===== src/rtl/suma_pkg.sv =====
// Shared definitions for the keypad decimal adder: key codes, FSM states and
// the decimal range helper.
package suma_pkg;

   localparam int MAX_DIGITS_DEF = 4;
   localparam int RES_W_DEF      = 14;

   localparam logic [3:0] KEY_ADD   = 4'd10;
   localparam logic [3:0] KEY_EQUAL = 4'd11;
   localparam logic [3:0] KEY_CLEAR = 4'd12;

   typedef enum logic [1:0] {
      ENTER_A = 2'd0,
      ENTER_B = 2'd1,
      SHOW    = 2'd2
   } state_t;

   // Largest value representable with the given number of decimal digits.
   function automatic int pow10_m1(input int digits);
      int v;
      v = 1;
      for (int i = 0; i < digits; i++) v = v * 10;
      return v - 1;
   endfunction

   localparam int MAX_VAL = pow10_m1(MAX_DIGITS_DEF);

endpackage


===== src/rtl/suma_operand_acc.sv =====
// Decimal digit accumulator: value = value*10 + digit, limited to MAX_DIGITS
// digits, with synchronous clear and direct load.
module suma_operand_acc #(
   parameter int MAX_DIGITS = 4,
   parameter int RES_W      = 14,
   localparam int CNT_W     = $clog2(MAX_DIGITS + 1)
) (
   input  logic             clk,
   input  logic             rst,
   input  logic             clear,
   input  logic             load,
   input  logic [RES_W-1:0] load_val,
   input  logic [CNT_W-1:0] load_cnt,
   input  logic             digit_en,
   input  logic [3:0]       digit,
   output logic [RES_W-1:0] value
);

   logic [CNT_W-1:0] count;
   logic             full;

   assign full = (count == CNT_W'(MAX_DIGITS));

   // Priority: clear, then load, then digit append (dropped once full).
   always_ff @(posedge clk or posedge rst) begin
      if (rst) begin
         value <= '0;
         count <= '0;
      end else if (clear) begin
         value <= '0;
         count <= '0;
      end else if (load) begin
         value <= load_val;
         count <= load_cnt;
      end else if (digit_en && !full) begin
         value <= value * RES_W'(10) + RES_W'(digit);
         count <= count + CNT_W'(1);
      end
   end

endmodule


===== src/rtl/suma.sv =====
// Keypad-driven decimal adder: builds two operands from key events and
// produces their saturated binary sum on EQUAL.
module suma
   import suma_pkg::*;
#(
   parameter int MAX_DIGITS = MAX_DIGITS_DEF,
   parameter int RES_W      = RES_W_DEF
) (
   input  logic             clk,
   input  logic             rst,
   input  logic [3:0]       key_code,
   input  logic             key_pulse,
   output logic [RES_W-1:0] result,
   output logic             result_valid,
   output logic             result_pulse,
   output logic             overflow
);

   localparam int CNT_W = $clog2(MAX_DIGITS + 1);
   localparam logic [RES_W:0] MAX_V = (RES_W + 1)'(pow10_m1(MAX_DIGITS));

   // Key handshake: key_pulse is a one-cycle valid strobe with no ready; the
   // design accepts a key on every edge it is high, so back-to-back keys are
   // each consumed and key_code is don't-care while key_pulse is low.
   logic key_digit, key_add, key_eq, key_clr;
   assign key_digit = key_pulse && (key_code <= 4'd9);
   assign key_add   = key_pulse && (key_code == KEY_ADD);
   assign key_eq    = key_pulse && (key_code == KEY_EQUAL);
   assign key_clr   = key_pulse && (key_code == KEY_CLEAR);

   state_t state, state_nxt;

   logic             a_clr, a_load, a_dig, b_clr, b_dig;
   logic [RES_W-1:0] a_load_val;
   logic [CNT_W-1:0] a_load_cnt;
   logic             do_eq, start_new;
   logic [RES_W-1:0] a_val, b_val;
   logic [RES_W:0]   sum;

   always_ff @(posedge clk or posedge rst) begin
      if (rst) state <= ENTER_A;
      else     state <= state_nxt;
   end

   always_comb begin
      state_nxt = state;
      if (key_clr) begin
         state_nxt = ENTER_A;
      end else begin
         case (state)
            ENTER_A: if (key_add) state_nxt = ENTER_B;
                     else if (key_eq) state_nxt = SHOW;
            ENTER_B: if (key_eq) state_nxt = SHOW;
            SHOW:    if (key_digit) state_nxt = ENTER_A;
                     else if (key_add) state_nxt = ENTER_B;
            default: state_nxt = ENTER_A;
         endcase
      end
   end

   always_comb begin
      a_clr      = key_clr;
      b_clr      = key_clr;
      a_load     = 1'b0;
      a_load_val = '0;
      a_load_cnt = '0;
      a_dig      = 1'b0;
      b_dig      = 1'b0;
      do_eq      = 1'b0;
      start_new  = 1'b0;
      case (state)
         ENTER_A: begin
            a_dig = key_digit;
            b_clr = key_clr || key_add;
            do_eq = key_eq;
         end
         ENTER_B: begin
            b_dig = key_digit;
            do_eq = key_eq;
         end
         SHOW: begin
            // A new digit restarts entry with A = d; ADD chains from result.
            if (key_digit) begin
               a_load     = 1'b1;
               a_load_val = RES_W'(key_code);
               a_load_cnt = CNT_W'(1);
               b_clr      = 1'b1;
               start_new  = 1'b1;
            end else if (key_add) begin
               a_load     = 1'b1;
               a_load_val = result;
               a_load_cnt = CNT_W'(MAX_DIGITS);
               b_clr      = 1'b1;
            end
         end
         default: ;
      endcase
   end

   suma_operand_acc #(.MAX_DIGITS(MAX_DIGITS), .RES_W(RES_W)) u_acc_a (
      .clk(clk), .rst(rst), .clear(a_clr), .load(a_load),
      .load_val(a_load_val), .load_cnt(a_load_cnt),
      .digit_en(a_dig), .digit(key_code), .value(a_val)
   );

   suma_operand_acc #(.MAX_DIGITS(MAX_DIGITS), .RES_W(RES_W)) u_acc_b (
      .clk(clk), .rst(rst), .clear(b_clr), .load(1'b0),
      .load_val('0), .load_cnt('0),
      .digit_en(b_dig), .digit(key_code), .value(b_val)
   );

   assign sum = {1'b0, a_val} + ((state == ENTER_B) ? {1'b0, b_val} : '0);

   // eq_seen delays the strobe so result_pulse lands one cycle after the
   // EQUAL edge, when result is already stable.
   logic eq_seen;

   always_ff @(posedge clk or posedge rst) begin
      if (rst) begin
         result       <= '0;
         result_valid <= 1'b0;
         overflow     <= 1'b0;
         eq_seen      <= 1'b0;
         result_pulse <= 1'b0;
      end else if (key_clr) begin
         result       <= '0;
         result_valid <= 1'b0;
         overflow     <= 1'b0;
         eq_seen      <= 1'b0;
         result_pulse <= 1'b0;
      end else begin
         eq_seen      <= do_eq;
         result_pulse <= eq_seen;
         if (do_eq) begin
            result_valid <= 1'b1;
            overflow     <= (sum > MAX_V);
            result       <= (sum > MAX_V) ? MAX_V[RES_W-1:0] : sum[RES_W-1:0];
         end else if (start_new) begin
            result_valid <= 1'b0;
         end
      end
   end

endmodule


===== config.mk =====
export PLATFORM = sky130hd
export DESIGN_NAME = suma
export DESIGN_NICKNAME = d
export VERILOG_FILES = /design/src/rtl/suma_pkg.sv /design/src/rtl/suma_operand_acc.sv /design/src/rtl/suma.sv
export SDC_FILE = /design/constraint.sdc
export NUM_CORES = 1
export LEC_CHECK = 0
export BUFFER_PORTS_ARGS = -buffer_cell sky130_fd_sc_hd__buf_2
export CORE_MARGIN = 4
export CORE_UTILIZATION = 40
export CTS_CLUSTER_SIZE = 40
export DETAILED_ROUTE_END_ITERATION = 10
export PLACE_DENSITY_LB_ADDON = 0.1
export SYNTH_ARGS = -nofsm -noshare
export SYNTH_HDL_FRONTEND = slang
export SYNTH_SLANG_ARGS = --single-unit

===== constraint.sdc =====
create_clock -name clk -period 7.7 [get_ports clk]
set_clock_uncertainty 0.15 [all_clocks]
set_input_delay 0.385 -clock clk [delete_from_list [all_inputs] [get_ports clk]]
set_output_delay 0.385 -clock clk [all_outputs]
set_load 0.01 [all_outputs]

==> impl_metrics.ini <==
[drt]
ant_nets = 0
wirelength_um = 12200
post_drt_wl_per_cell_um = 16.9
first_iter_violations = 202
dr.pass1.iters = 4
drc = 0
vias = 4090
viasPerCell = 5.66

[placed_design]
dpl_worst_slack_ns = 3.72
port_buffers = 23
place_area_mm2 = 0.00514
place_inst = 714
place.gp.congestion = 0.907
hpwl_um = 9640

[finish]
final_layout_size_suffix_gt1_frac = 0.112
fin_nets = 652
layoutNonFillerInstCount = 722
diodes = 0
areaGrowthSynthToFinish_pct = 8.89
finish.instance_area_mm2 = 0.00529
final_util = 0.453

[timing]
rsz0062_at_grt = false
period_needed_ns = 3.95
setup_ws_ns = 3.75
setup_total_negative_slack_ns = 0
setup_viol = 0
tightestPinTransition_ns = 0.885
post-route-period-util = 0.514
drv_slew = 0
hold_viol = 0
max_slew_margin = 0.405
max_freq_mhz = 253
fin_worst_hold_slack_ns = 0.135

[clock_network]
clkTransAtPathRegs_ns = 0.08
htreeDepth = 2
cts_tree = yes
cts_made_buffers = 5
hold_buffers = 0
post_cts_buffers = 0
clock-sinks = 54
post_cts_resized = 0
clockBufferDepth = 2
insertion_delay_ns = 0.30
root_buffer = clkbuf_16

[worst_setup_path]
path_cells = nor2b_1 > and2_1 > ha_1 > inv_1 > fa_1 > nor2b_2 > o31a_4 > o21ai_2 > and3_1 > o32a_1 > a311oi_2 > nor2_1 > o41ai_2
cp_slowest_cell = nor2b_1
crit_required_ns = 7.75
crit_type = register to register
crit_cells = 13
critical_path.max_stage_delay_ns = 0.64
worst-path-buf-inv = 1
crit_path_start_kind = register
cpLargestDelayFamily = simple AND/OR/NAND/NOR gates
rr_worst_depth = 13
cp.arrival_ns = 4.01
path_max_fanout = 14
worstSetupEndpointType = register

[synth]
synth_cell_types = 70
yosysWarningCount = 0
synth_edf_count = 0
synth_area_mm2 = 0.00486
syn_nets = 630
synth_common_cells = ha_1, nor2_1, dfrtp_1
synth_cells = 556
ys.flop_type = dfrtp_1
synth_area_leaders = dfrtp_1, ha_1, nor2_1
async_flop_share = 1.00
ys_seq_area_frac = 0.278
synth.top_cell.area_share = 0.278
synth_top_area_cell = dfrtp_1
post-synth-top-count-cell = ha_1
synth-seq-cells = 54
syn_avg_cell_area_um2 = 8.74

[floorplanning]
ioPinCount = 24
die_h_um = 118
core.rowCount = 39
dieArea_mm2 = 0.0140
core_mm2 = 0.0117
initial_utilization = 0.416
die_w_um = 118

[power]
p_leak_nw = 2.50
irDropWorstVdd_v = 0.000179
switching_power_mw = 1.01
power_frac_clock = 0.113
internal-power_mw = 1.14
swShare = 0.469
p_per_area_mw_per_mm2 = 405
power_mw = 2.14
p_seq_frac = 0.250
power_frac_comb = 0.636

[grt]
grt_overflow = 0
first_global_vias = 4046
antenna_found_initial = 0
grt_pass1_wl_um = 20500
grt_usage = 0.178
grt_max_degree = 55

[run]
max_cap_violations = 0

[worst_hold_path]
hp-class = input port to asynchronous set/reset pin

[status]
outcome = completed
==> registers in the layout, indices dropped and copies added (netlist names) <==
register       flops
eq_seen            1
overflow           1
result            14
result_pulse       1
result_valid       1
state              2
u_acc_a.count      3
u_acc_a.value     14
u_acc_b.count      3
u_acc_b.value     14
==> power by group through the flow <==
stage | Combinational [mW] | Clock [mW] | Sequential (mW)
2_1_floorplan | 1.10 | 0 | 0.496
3_3_place_gp | 1.33 | 0 | 0.547
3_5_place_dp | 1.37 | 0 | 0.546
4_1_cts | 1.37 | 0.250 | 0.541
5_1_grt | 1.55 | 0.261 | 0.555
6_report | 1.36 | 0.243 | 0.536
==> tightest hold or removal path: stages <==
cell and delay (ns):
buf_2 0.10, inv_2 0.03, buf_4 0.58
==> area by class of cell <==
type                    instances  area (um2)
fillers                      1155        6370
multi-input cells             464        3360
flip-flops and latches         54        1350
well taps                     143         179
repair buffers                 29         160
clock buffers                   5         125
inverters                      24        90.1
clock inverters                 3        27.5
==> cell families after synthesis <==
| logic type | after synthesis | share of synthesized area |
|---|---|---|
| AO/OA/AOI/OAI | 161 | 0.229 |
| XOR/XNOR | 43 | 0.0804 |
| adder cells (fa/ha/maj) | 67 | 0.180 |
| buffers and inverters | 38 | 0.0327 |
| flip-flops | 54 | 0.278 |
| multiplexers | 4 | 0.00824 |
| AND/OR/NAND/NOR | 189 | 0.191 |
==> layout by cell type, fill, tap and decap left out, types with 18 or more instances in the layout <==
cell and count:
a21oi_1 41, buf_2 23, xor2_1 24, dfrtp_1 54, ha_1 62, inv_1 23, nand2_1 51, nor2_1 59
o21ai_0 29, xnor2_1 18
==> worst paths after layout <==
kind / startpoint / endpoint / slack, ns
max: state[0] / result[6] / 3.75
max in group asynchronous: rst / result[11] / 6.78
min reg2reg: eq_seen / result_pulse / 0.31
min in group clk: key_code[0] / u_acc_b.value[0] / 0.26
min: rst / u_acc_a.count[2] / 0.14
max reg2reg: state[0] / result[6] / 3.75
==> metal layers <==
| layer | global-route usage | routed length (um) | vias up |
|---|---|---|---|
| li1 | - | - | 2066 |
| met1 | 0.250 | 5960 | 1937 |
| met2 | 0.289 | 5590 | 76 |
| met3 | 0.0282 | 503 | 11 |
| met4 | 0.0366 | 127 | 0 |
| met5 | 0 | 0 | - |
(Power assumes the default switching activity.)
